<file path="config.mk">
export PLATFORM = sky130hd
export DESIGN_NAME = vga_sync_gen
export DESIGN_NICKNAME = d
export VERILOG_FILES = /design/src/rtl/vga_timing_pkg.sv /design/src/rtl/vga_sync_gen_pix_tick_div.sv /design/src/rtl/vga_sync_gen.sv
export SDC_FILE = /design/constraint.sdc
export NUM_CORES = 1
export LEC_CHECK = 0
export CAP_MARGIN = 20
export CORE_ASPECT_RATIO = 0.75
export CORE_MARGIN = 5
export CORE_UTILIZATION = 38
export DETAILED_ROUTE_END_ITERATION = 7
export HOLD_SLACK_MARGIN = 0.12
export PLACE_DENSITY = 0.75
export SKIP_CTS_REPAIR_TIMING = 1
export SYNTH_ARGS = -nofsm -noshare
export SYNTH_HDL_FRONTEND = slang
export SYNTH_HIERARCHICAL = 1
export SYNTH_SLANG_ARGS = --single-unit
</file>
<file path="constraint.sdc">
create_clock -name clk_i -period 3.1 [get_ports clk_i]
set_input_delay 0.465 -clock clk_i [delete_from_list [all_inputs] [get_ports clk_i]]
set_output_delay 0.465 -clock clk_i [all_outputs]
set_load 0.02 [all_outputs]
</file>
<file path="src/rtl/vga_timing_pkg.sv">
// VGA 640x480@60 timing constants and the colour codes
// shared between the sync generator and the pattern generators.
package vga_timing_pkg;

    localparam int H_ACTIVE = 640;
    localparam int H_FP     = 16;
    localparam int H_SYNC   = 96;
    localparam int H_BP     = 48;
    localparam int H_TOTAL  = H_ACTIVE + H_FP + H_SYNC + H_BP;

    localparam int V_ACTIVE = 480;
    localparam int V_FP     = 10;
    localparam int V_SYNC   = 2;
    localparam int V_BP     = 33;
    localparam int V_TOTAL  = V_ACTIVE + V_FP + V_SYNC + V_BP;

    localparam logic [2:0] RED   = 3'b100;
    localparam logic [2:0] GREEN = 3'b010;
    localparam logic [2:0] BLUE  = 3'b001;
    localparam logic [2:0] CYAN  = 3'b011;
    localparam logic [2:0] BLACK = 3'b000;

endpackage

</file>
<file path="src/rtl/vga_sync_gen_pix_tick_div.sv">
// Divides the system clock down to a one-clk pixel strobe.
// A divide of 1 leaves the strobe permanently high.
module pix_tick_div #(
    parameter int CLK_DIV = 2
) (
    input  logic clk_i,
    input  logic rst_i,
    output logic tick_o
);

    localparam int W = (CLK_DIV > 1) ? $clog2(CLK_DIV) : 1;
    localparam logic [W-1:0] LAST = W'(CLK_DIV - 1);

    logic [W-1:0] div_cnt;

    generate
        if (CLK_DIV < 1) begin : g_bad_div
            $error("pix_tick_div: CLK_DIV must be >= 1");
        end
    endgenerate

    assign tick_o = (div_cnt == LAST);

    always_ff @(posedge clk_i) begin
        if (rst_i) begin
            div_cnt <= '0;
        end else if (tick_o) begin
            div_cnt <= '0;
        end else begin
            div_cnt <= div_cnt + 1'b1;
        end
    end

endmodule

</file>
<file path="src/rtl/vga_sync_gen.sv">
// VGA raster counters plus a one-pixel output stage that keeps
// blanked colour and both syncs aligned for the DAC.
module vga_sync_gen #(
    parameter int CLK_DIV  = 2,
    parameter int H_ACTIVE = vga_timing_pkg::H_ACTIVE,
    parameter int H_FP     = vga_timing_pkg::H_FP,
    parameter int H_SYNC   = vga_timing_pkg::H_SYNC,
    parameter int H_BP     = vga_timing_pkg::H_BP,
    parameter int V_ACTIVE = vga_timing_pkg::V_ACTIVE,
    parameter int V_FP     = vga_timing_pkg::V_FP,
    parameter int V_SYNC   = vga_timing_pkg::V_SYNC,
    parameter int V_BP     = vga_timing_pkg::V_BP,
    parameter int SYNC_POL = 0
) (
    input  logic       clk_i,
    input  logic       rst_i,
    output logic       pix_tick_o,
    output logic [9:0] column_o,
    output logic [9:0] row_o,
    output logic       video_on_o,
    output logic       frame_start_o,
    input  logic [2:0] rgb_i,
    output logic [2:0] rgb_o,
    output logic       hsync_o,
    output logic       vsync_o
);

    import vga_timing_pkg::*;

    localparam int H_LEN = H_ACTIVE + H_FP + H_SYNC + H_BP;
    localparam int V_LEN = V_ACTIVE + V_FP + V_SYNC + V_BP;

    localparam logic [9:0] H_VIS  = 10'(H_ACTIVE);
    localparam logic [9:0] V_VIS  = 10'(V_ACTIVE);
    localparam logic [9:0] H_LAST = 10'(H_LEN - 1);
    localparam logic [9:0] V_LAST = 10'(V_LEN - 1);
    localparam logic [9:0] HS_BEG = 10'(H_ACTIVE + H_FP);
    localparam logic [9:0] HS_END = 10'(H_ACTIVE + H_FP + H_SYNC - 1);
    localparam logic [9:0] VS_BEG = 10'(V_ACTIVE + V_FP);
    localparam logic [9:0] VS_END = 10'(V_ACTIVE + V_FP + V_SYNC - 1);
    localparam logic       SYNC_ON = (SYNC_POL != 0);

    generate
        if (CLK_DIV < 1 || H_LEN > 1023 || V_LEN > 1023) begin : g_bad_cfg
            $error("vga_sync_gen: illegal timing parameters");
        end
    endgenerate

    logic       tick;
    logic [9:0] column;
    logic [9:0] row;
    logic       h_sync_on;
    logic       v_sync_on;
    logic       video_on;

    pix_tick_div #(
        .CLK_DIV(CLK_DIV)
    ) u_div (
        .clk_i (clk_i),
        .rst_i (rst_i),
        .tick_o(tick)
    );

    assign video_on  = (column < H_VIS) && (row < V_VIS);
    assign h_sync_on = (column >= HS_BEG) && (column <= HS_END);
    assign v_sync_on = (row >= VS_BEG) && (row <= VS_END);

    assign pix_tick_o    = tick;
    assign column_o      = column;
    assign row_o         = row;
    assign video_on_o    = video_on;
    assign frame_start_o = tick && (column == '0) && (row == '0);

    // Outputs sample the pixel the counters show now, so they
    // trail the counters by exactly one pixel period.
    always_ff @(posedge clk_i) begin
        if (rst_i) begin
            column  <= '0;
            row     <= '0;
            rgb_o   <= BLACK;
            hsync_o <= ~SYNC_ON;
            vsync_o <= ~SYNC_ON;
        end else if (tick) begin
            rgb_o   <= video_on ? rgb_i : BLACK;
            hsync_o <= h_sync_on ? SYNC_ON : ~SYNC_ON;
            vsync_o <= v_sync_on ? SYNC_ON : ~SYNC_ON;
            if (column == H_LAST) begin
                column <= '0;
                row    <= (row == V_LAST) ? '0 : row + 1'b1;
            end else begin
                column <= column + 1'b1;
            end
        end
    end

endmodule

</file>
# Yosys cells after proc, flatten, opt, wreduce, memory -nomap -nowiden
# Cells that the tools add are included.
# word_totals
ff_bits,26
word_cells,31
inputBits,5
# classes
n_eq_ne,2
reduce_logical,9
n_mux,5
n_lt_le_gt_ge,6
addsub,3
# op_table
cell,n
$add 10x1->10 const B,2
$eq 10x10->1 const B,2
$logic_not 10->1,2
$mux 10,2
$ge 10x10->1 const B,1
$ge 10x9->1 const B,1
$le 10x10->1 const B,1
$le 10x9->1 const B,1
$lt 10x10->1 const B,1
$lt 10x9->1 const B,1
$logic_and 1x1->1,5
$mux 3,1
$mux 1,2
$reduce_and 2->1,1
$reduce_or 2->1,1
$add 1x1->1 const B,1

# Depth between registers and ports, before layout
# Gate-level depths: netlist (run 1).
# depth
ltp_word,3
ltp_mapped,6
depth_no_buf,6

# Cells and area by module
# Netlist (run 1), hierarchy kept.
# modules_own_cells
mod,area_per_inst_um2,seq_area_each_um2,cells_per_inst,n_inst
vga_sync_gen,1285.0,500.5,150,1
pix_tick_div,23.8,20.0,2,1

# Least setup slack after synthesis (run 1)
# No wires, ideal clock.
# synth_timing
path_kind,register to register
from,register column[0] (netlist: column_o[0])
to,register row[7] (netlist: row_o[7])
setup_time_ns,0.070
stages_incl_launch_ff,7
slack_ns,0.804
t_arrival_ns,2.226
synth_period_minus_slack_ns,2.296
n_path_buf,1
path_cell_list,dfxtp_1 ha_1 nand4_1 or4_1 buf_2 or4_1 a21oi_1
# synth_between
elab_chain_len,2
# synth_rtl
element,line_no,source
from (decl),vga_sync_gen.sv:50,logic [9:0] column;
from (signal assigned),vga_sync_gen.sv:91,column <= column + 1'b1;
$eq 10x10->1,vga_sync_gen.sv:87,if (column == H_LAST) begin
$reduce_and 2->1 (no line),--,
to (signal assigned),vga_sync_gen.sv:89,row <= (row == V_LAST) ? '0 : row + 1'b1;
to (decl),vga_sync_gen.sv:51,logic [9:0] row;
# No other way between the ends.
# A chain may end at the register's enable or synchronous reset.

# Worst setup path in the final report (run 1)
# layout_timing
from,register row[0] (netlist: row_o[0])
to,output frame_start_o
# layout_between
elab_chain_len,2
# layout_rtl
element,line_no,source
$logic_not 10->1,vga_sync_gen.sv:72,assign frame_start_o = tick && (column == '0) && (row == '0);
$logic_and 1x1->1,vga_sync_gen.sv:72,
to (decl),vga_sync_gen.sv:21,"output logic frame_start_o,"
# No other way between the ends.

==> run metrics, run 1 <==
total track usage=15.1%; Yosys cell types=37; top-level port count=33; status=completed; via count of the routed design=1301; die width=77.8 µm; Die H=60.8 µm; syn_nets=161; Crit Path Class=reg2out; Clock Sinks=26; Peak VDD IR=0.241 mV; Crit. End Element=output pin; Startpoint Class=flop; final wirelength=3.43 mm; CP Depth=6; hold path startpoint=rgb_o[0]$_SDFFE_PP0P_; synthesized area per cell=8.61 µm²; slew margin rel.=51.0%; r2r endpoint=row_o[8]$_SDFFE_PP0P_; hold depth=2; register area share after synthesis=39.8%; EDFF count, synth=0; final worst path period share=85.1%; total core area=0.00331 mm²; clock buffer count from CTS=3; Reg2Reg Depth=5; largest net degree at the start of global routing=17; ratio of cells with drive above 1 in the final layout=6.52%; antenna-violating nets left=0; Ant. Diodes=0; Total Die Area=0.00473 mm²; Syn Std Cell Area=0.00131 mm²; Least-Margin Pin Slew=0.728 ns; Finished Cell Area=0.00173 mm²; slowest stage delay, CP=~0.62 ns; Post-synth top flop=dfxtp_1; FF-to-FF Start=column_o[0]$_SDFFE_PP0P_; Layout area overhead=32.4%; global-route wire length before repair=5.71 mm; worst hold path type=reg2reg; Starting Density=39.5%; crit path buf inv count=2; Final Non-Filler Cells=224; vias per inst=5.81; row cnt=18; clock slew at reported path FFs=about 0.08 ns; WP data required=2.63 ns; WHS Endpoint=rgb_o[0]$_SDFFE_PP0P_; maximum achievable frequency=0.379 GHz; Pre-Repair DR Iteration Count=4; DR iter-0 viols=187; GR Util met2=22.7%; post-synthesis cell count=152; final hold vios=0; RSZ-0062 raised after global routing=no; initial antenna violation count=0; crit path time final=2.64 ns; CP top delay family=buffers and inverters; post-place setup slack=around 0.75 ns; crit-path cells=inv_1 > ha_1 > nor2b_1 > nand2_1 > nor2_1 > clkdlybuf4s50_1; Critical-path top delay cell=clkdlybuf4s50_1; final count of negative-setup-slack endpoints=0; Port Buffers=32; root buffer selected by CTS=clkbuf_8; total grt overflow=0; busiest grt layer=met2; M1 GR Usage=a little over a fifth; clock latency on the worst-skew pair=between 0.2 and 0.3 ns; CTS tree=done; Max Slew Vio Count=0; Post-DP HPWL=between 2 and 2.5 mm; Ys Warns=6; setup ws final=~0.46 ns; Async S/R FF share, synth=0%; Max-cap violations=0; # nets final=slightly below 200; CP max FO=8; Worst R2R Setup Slack=0.70 ns; power per cell area=353 mW/mm²; Worst EP arrival=2.17 ns; synthesized flop and latch total=26; CTS H-tree lvls=1; CP Launch Point=row_o[0]$_SDFFE_PP0P_; number of global-route vias before repair=1190; Leak=approximately 0.57 nW; Inst Count DP=220; DRC errors left=0; GR Layer Usage met3=3.41%; skew final=0.00421 ns; Wirelength per Cell=15.3 µm; Synth top area share=around 40%; area leader, netlist=dfxtp_1; Post-DP Area=0.00168 mm²; global placement routability congestion=0.892; Setup TNS=0 ns; top cells by area, synth=dfxtp_1 (40%), a21oi_1 (5.4%), nand3_1 (4.6%); Longest Clk Path Bufs=2
## per-layer routing
layer / wire, µm / up-vias
met3: 257 / 6
met1: 1640 / 600
met5: 0 / -
li1: - / 639
met4: 68 / 0
met2: 1460 / 56
## cells in the final DEF, fill, tap and decap left out, types with 2 or more instances in the layout
cell type        instances
clkdlybuf4s50_1         32
dfxtp_1                 26
a21oi_1                 14
nand3_1                 12
nor3_1                  10
nand2_1                  6
o21ai_0                  6
nand2b_1                 6
inv_1                    5
xor2_1                   5
nor2_1                   4
or4_1                    4
nand4b_1                 4
ha_1                     4
clkbuf_8                 4
buf_4                    4
nor4_1                   3
xnor2_1                  3
o31ai_1                  3
or3_1                    3
and4_1                   2
nor2b_1                  2
nand4_1                  2
mux2i_1                  2
and3_2                   2
a41oi_1                  2
a211oi_1                 2
o32ai_1                  2
## final cells by class
class / count / area, µm²
inverters: 5 / 18.8
flip-flops and latches: 26 / 520
well taps: 40 / 50.0
clock buffers: 4 / 55.1
repair buffers: 36 / 350
multi-input cells: 113 / 738
fillers: 313 / 1580
## worst register-to-register path: cells and delay by family, from the launching register on
kind	cells	cell delay [ns]
DFF	1	0.41
and+or+nand+nor	3	1.51
adders and majority gates	1	0.19
AOI/OAI and AO/OA	1	0.20
## synth_stat cells (3+ instances only)
| cell type | count |
|---|---|
| ha_1 | 4 |
| nor2_1 | 4 |
| nand3_1 | 12 |
| or3_1 | 3 |
| nor3_1 | 10 |
| nand2b_1 | 6 |
| inv_1 | 5 |
| clkbuf_1 | 7 |
| o21ai_0 | 6 |
| dfxtp_1 | 26 |
| xor2_1 | 5 |
| nand2_1 | 6 |
| nand4b_1 | 4 |
| xnor2_1 | 3 |
| o31ai_1 | 3 |
| or4_1 | 4 |
| nor4_1 | 3 |
| a21oi_1 | 14 |
## power breakdown
| part | switching (W) | internal, W |
|---|---|---|
| clock | 0.0000978 | 0.000113 |
| sequential | 0.00000652 | 0.000339 |
| combinational | 0.0000267 | 0.0000273 |
| total | 0.000131 | 0.000480 |
## metrics by stage
step	util, %	total power (W)	hold WS (ns)
floorplan	-	0.000382	0.532
global placement	50.7	0.000406	0.454
detailed placement	50.7	0.000408	0.464
CTS	52.3	0.000621	0.479
global route	52.3	0.000637	0.508
finish	52.3	0.000611	0.474
## worst max path at each step
stage,end,slack (ns)
after floorplan,row_o[7]$_SDFFE_PP0P_,0.80
after global placement,frame_start_o,0.83
after detailed placement,row_o[8]$_SDFFE_PP0P_,0.75
after CTS,frame_start_o,0.49
after global routing,frame_start_o,0.35
final,frame_start_o,0.46
## flip-flops by register name, indices dropped and copies added (netlist names)
signal and cells:
row_o 10, vsync_o 1, rgb_o 3, hsync_o 1, u_div/tick_o 1, column_o 10
## cells by family (layout without fill, tap and decap cells)
logic type | after synthesis | count (layout) | share of synthesized area (%)
buf+inv | 13 | 45 | 3.82
simple gates | 65 | 65 | 29.7
flops | 26 | 26 | 39.8
compound gates | 34 | 34 | 16.0
fa+ha+maj | 4 | 4 | 3.82
xor+xnor | 8 | 8 | 5.35
mux | 2 | 2 | 1.53
Power figures use the tool's default switching activity.
==> run 2, diff against run 1 <==
--- a/config.mk
+++ b/config.mk
@@ -5,6 +5,7 @@
 export SDC_FILE = /design/constraint.sdc
 export NUM_CORES = 1
 export LEC_CHECK = 0
+export ABC_CLOCK_PERIOD_IN_PS = 3130
 export CAP_MARGIN = 20
 export CORE_ASPECT_RATIO = 0.75
 export CORE_MARGIN = 5
==> constraint.sdc (replaced) <==
create_clock -name clk_i -period 3.13 [get_ports clk_i]
set_input_delay 0.4695 -clock clk_i [delete_from_list [all_inputs] [get_ports clk_i]]
set_output_delay 0.4695 -clock clk_i [all_outputs]
set_load 0.02 [all_outputs]
==> run metrics, run 2 (same netlist as run 1, synthesis figures left out) <==
status=completed; Logic pwr share=8.8% (about the same); Inst Count DP=220 (unchanged); Finished Cell Area=0.00173 mm² (unchanged); Max Slew Vio Count=0 (unchanged); initial antenna violation count=0 (unchanged); Crit. End Element=output pin; final hold vios=0 (unchanged); CP Launch Point=column_o[5]$_SDFFE_PP0P_; Sequential Power Share=56.2% (-0.4 points); total track usage=14.7% (-0.35 points); Longest Clk Path Bufs=2 (unchanged); Clock power frac=35.0% (+0.4 points); global placement routability congestion=0.894 (+0.18%); antenna-violating nets left=0 (unchanged); Total Die Area=0.00473 mm² (unchanged); clock buffer count from CTS=3 (unchanged); Layout area overhead=32.4% (unchanged); final wirelength=3.43 mm (about the same); Startpoint Class=flop; row cnt=18 (unchanged); commonest non-fill, non-tap cell in the layout=clkdlybuf4s50_1; skew final=0.00772 ns (+0.00352 ns); Post-DP Area=0.00168 mm² (unchanged); clock latency on the worst-skew pair=0.27 ns (about the same); Clock Sinks=26 (unchanged); power per cell area=353 mW/mm² (about the same); # nets final=194 (unchanged); top-level port count=33 (unchanged); Crit Path Class=reg2out; WP data required=2.66 ns (+0.03 ns); Net Sw Power=0.000136 W (+3.6%); CP max FO=7 (-1); Peak VDD IR=0.182 mV (-25%); largest net degree at the start of global routing=17 (unchanged); maximum achievable frequency=roughly 0.38 GHz; Die H=60.8 µm (unchanged); CTS tree=done; Port Buffers=32 (unchanged); crit path time final=2.62 ns; Wirelength per Cell=15.3 µm (about the same); DRC errors left=0 (unchanged); ratio of cells with drive above 1 in the final layout=6.52% (unchanged); worst hold path type=reg2reg; Max-cap violations=0 (unchanged); Final Non-Filler Cells=224 (unchanged); Worst EP arrival=2.15 ns (-0.02 ns); final worst path period share=83.8%; root buffer selected by CTS=clkbuf_8; Ant. Diodes=0 (unchanged); Post-DP HPWL=2.47 mm (-0.60%); total grt overflow=0 (unchanged); Starting Density=39.5% (unchanged); DR iter-0 viols=96 (-49%); Internal=0.000476 W (-0.91%); vias per inst=5.75 (-1.1%); die width=77.8 µm (unchanged); FF-to-FF Start=column_o[0]$_SDFFE_PP0P_; commonest non-fill, non-tap cells in the layout=clkdlybuf4s50_1 (32), dfxtp_1 (26), a21oi_1 (14); RSZ-0062 raised after global routing=no; final count of negative-setup-slack endpoints=0 (unchanged); global-route wire length before repair=5.60 mm (-1.9%); Pre-Repair DR Iteration Count=4 (unchanged); slew margin rel.=54.4% (+3.4 points); hold path startpoint=rgb_o[1]$_SDFFE_PP0P_; via count of the routed design=1287 (-1.1%); Sw Share=22.2% (+0.75 points); total core area=0.00331 mm² (unchanged); Setup TNS=0 ns (unchanged); number of global-route vias before repair=1156 (-2.9%); clock slew at reported path FFs=0.09 ns (about the same); Leak=0.569 nW (unchanged); Least-Margin Pin Slew=0.677 ns (-0.0507 ns); CTS H-tree lvls=1 (unchanged)
run 2: cell counts in the layout (fill, tap and decap cells not counted):
No cell type changed its count.
run 2: worst max-delay path, cell delays in order, from the launching register on:
cell	delay, ns
dfxtp_1	0.39
or3_4	0.43
nor4_1	0.21
nand3_1	0.12
nor2_1	0.12
clkdlybuf4s50_1	0.61
run 2: power by group through the flow:
| stage | registers (W) | clock network [W] | logic, W |
|---|---|---|---|
| final | 0.000343 | 0.000214 | 0.0000538 |
| after CTS | 0.000343 | 0.000218 | 0.0000543 |
| after detailed placement | 0.000350 | 0 | 0.0000540 |
| after floorplan | 0.000356 | 0 | 0.0000226 |
| after global placement | 0.000349 | 0 | 0.0000530 |
| after global routing | 0.000344 | 0.000231 | 0.0000596 |
run 2: final cells by class:
cell class | instances | area [µm²]
fillers | 291 | 1580
well taps | 40 | 50.0
clock buffers | 4 | 55.1
multi-input cells | 113 | 738
repair buffers | 36 | 350
flip-flops and latches | 26 | 520
inverters | 5 | 18.8
run 2: path summary, 6_finish.rpt:
kind | end | slack (ns) | cells after the start
worst max-delay path | frame_start_o | 0.51 | 5
worst min-delay path | rgb_o[1]$_SDFFE_PP0P_ | 0.48 | 2
worst max register to register | row_o[8]$_SDFFE_PP0P_ | 0.68 | 5
worst min register to register | rgb_o[1]$_SDFFE_PP0P_ | 0.48 | 2
run 2: through the flow:
step | hold slack, ns | power (W) | setup slack [ns] | util (%)
floorplan | 0.536 | 0.000378 | 0.834 | -
global placement | 0.453 | 0.000402 | 0.853 | 50.7
detailed placement | 0.472 | 0.000404 | 0.763 | 50.7
CTS | 0.484 | 0.000615 | 0.512 | 52.3
global route | 0.499 | 0.000634 | 0.356 | 52.3
finish | 0.477 | 0.000611 | 0.508 | 52.3
run 2: metal layers:
metal  part of all wire (%)  global-route usage, %  vias to the layer above
li1                       -                      -                      635
met1                     48                   20.6                      588
met2                     43                   22.2                       60
met3                    8.0                   4.45                        4
met4                    1.3                   3.68                        0
met5                      0                      0                        -
==> run 3, diff against run 2 <==
--- a/config.mk
+++ b/config.mk
@@ -5,14 +5,14 @@
 export SDC_FILE = /design/constraint.sdc
 export NUM_CORES = 1
 export LEC_CHECK = 0
-export ABC_CLOCK_PERIOD_IN_PS = 3130
+export ABC_CLOCK_PERIOD_IN_PS = 2300
 export CAP_MARGIN = 20
 export CORE_ASPECT_RATIO = 0.75
 export CORE_MARGIN = 5
 export CORE_UTILIZATION = 38
 export DETAILED_ROUTE_END_ITERATION = 7
 export HOLD_SLACK_MARGIN = 0.12
-export PLACE_DENSITY = 0.75
+export PLACE_DENSITY = 0.78
 export SKIP_CTS_REPAIR_TIMING = 1
 export SYNTH_ARGS = -nofsm -noshare
 export SYNTH_HDL_FRONTEND = slang
==> constraint.sdc (replaced) <==
create_clock -name clk_i -period 2.3 [get_ports clk_i]
set_input_delay 0.345 -clock clk_i [delete_from_list [all_inputs] [get_ports clk_i]]
set_output_delay 0.345 -clock clk_i [all_outputs]
set_load 0.02 [all_outputs]
==> run metrics, run 3 (same netlist as run 1, synthesis figures left out) <==
root buffer selected by CTS=clkbuf_8; Post-DP Area=0.00174 mm² (+3.6%); DRC errors left=0 (unchanged); CP max FO=7 (unchanged); total core area=0.00331 mm² (unchanged); Critical-path top delay cell=clkdlybuf4s50_1; ratio of cells with drive above 1 in the final layout=10.9% (+4.4 points); total track usage=16.5% (+1.8 points); CP top delay family=buffers and inverters; crit path time final=2.18 ns; # nets final=202 (+4.1%); Port Buffers=32 (unchanged); Clock Sinks=26 (unchanged); Max Slew Vio Count=0 (unchanged); layout filler cell count=307 (+5.5%); post-place setup slack=0.0988 ns (-0.664 ns); commonest non-fill, non-tap cell in the layout=clkdlybuf4s50_1; Finished Cell Area=0.00180 mm² (+3.8%); largest net degree at the start of global routing=17 (unchanged); status=completed; clock slew at reported path FFs=0.09 ns (about the same); Startpoint Class=flop; commonest non-fill, non-tap cells in the layout=clkdlybuf4s50_1 (31), dfxtp_1 (26), a21oi_1 (14); power per cell area=464 mW/mm² (+32%); setup ws final=0.120 ns (-0.388 ns); row cnt=18 (unchanged); slowest stage delay, CP=0.66 ns (+0.05 ns); Least-Margin Pin Slew=0.479 ns (-0.198 ns); Ant. Diodes=0 (unchanged); die width=77.8 µm (unchanged); Leak=0.624 nW (+9.8%); skew final=0.00451 ns (-0.00322 ns); antenna-violating nets left=0 (unchanged); Layout area overhead=37.5%; crit-path cells=and4_1 > nor3_1 > clkdlybuf4s50_1; top-level port count=33 (unchanged); Starting Density=39.5% (unchanged); Final Non-Filler Cells=232 (+3.6%); Pre-Repair DR Iteration Count=4 (unchanged); Worst EP arrival=1.83 ns (-0.32 ns); Inst Count DP=228 (+3.6%); DR iter-0 viols=216 (+130%); Wirelength per Cell=16.7 µm (+9.2%); Max-cap violations=0 (unchanged); number of global-route vias before repair=1253 (+8.4%); final worst path period share=94.8%; Post-DP HPWL=2.87 mm (+16%); Crit Path Class=reg2out; final wirelength=3.88 mm (+13%); final count of negative-setup-slack endpoints=0 (unchanged); vias per inst=5.99 (+4.2%); global-route wire length before repair=6.15 mm (+10%); maximum achievable frequency=0.459 GHz; final hold vios=0 (unchanged); CTS tree=done; total grt overflow=0 (unchanged); crit path buf inv count=1 (unchanged); via count of the routed design=1389 (+7.9%); initial antenna violation count=0 (unchanged); clock buffer count from CTS=3 (unchanged); Longest Clk Path Bufs=2 (unchanged); clock latency on the worst-skew pair=0.27 ns (about the same); Die H=60.8 µm (unchanged); worst hold path type=reg2reg; Peak VDD IR=0.265 mV (+45%); WP data required=1.96 ns (-0.70 ns); global placement routability congestion=0.845 (-5.4%); slew margin rel.=67.9% (+14 points); RSZ-0062 raised after global routing=no; Crit. End Element=output pin; Total Die Area=0.00473 mm² (unchanged); CTS H-tree lvls=1 (unchanged)
## run 3: tightest hold or removal path, cell delays in order, from the launching register on
cell	delay (ns)
dfxtp_1	0.32
nand2b_1	0.06
a21oi_1	0.06
## run 3: power breakdown
group | leakage [nW] | total (W) | internal (W) | switching, W
registers | 0.210 | 0.000466 | 0.000457 | 0.00000893
logic | 0.385 | 0.0000732 | 0.0000364 | 0.0000368
clock network | 0.0288 | 0.000296 | 0.000153 | 0.000142
## run 3: worst paths after layout
kind	end	slack [ns]	cells past startpoint	start
setup / recovery	video_on_o	0.12	3	row_o[6]$_SDFFE_PP0P_
hold / removal	rgb_o[2]$_SDFFE_PP0P_	0.49	2	rgb_o[2]$_SDFFE_PP0P_
setup reg to reg	row_o[7]$_SDFFE_PP0P_	0.15	4	column_o[6]$_SDFFE_PP0P_
hold reg to reg	rgb_o[2]$_SDFFE_PP0P_	0.49	2	rgb_o[2]$_SDFFE_PP0P_
## run 3: final cells by class
| class | instances | area, µm² | share of cell area [%] |
|---|---|---|---|
| sequential | 26 | 520 | 28.9 |
| clock buffer | 4 | 55.1 | 3.06 |
| multi-input combinational | 113 | 742 | 41.2 |
| inverter | 5 | 18.8 | 1.04 |
| timing repair buffer | 44 | 413 | 22.9 |
| tap | 40 | 50.0 | 2.78 |
## run 3: through the flow
step / hold slack, ns / power [W] / util [%] / setup TNS (ns)
2_1_floorplan: 0.412 / 0.000515 / - / 0
3_3_place_gp: 0.454 / 0.000548 / 52.5 / 0
3_5_place_dp: 0.479 / 0.000551 / 52.5 / 0
4_1_cts: 0.492 / 0.000844 / 54.2 / -0.137
5_1_grt: 0.507 / 0.000865 / 54.3 / 0
6_report: 0.490 / 0.000835 / 54.3 / 0
## run 3: layer usage
| layer | up-vias | GRT usage [%] | part of all wire (%) |
|---|---|---|---|
| li1 | 654 | - | - |
| met1 | 648 | 21.7 | 44 |
| met2 | 77 | 27.0 | 46 |
| met3 | 10 | 4.15 | 8.1 |
| met4 | 0 | 5.15 | 1.8 |
| met5 | - | 0 | 0 |
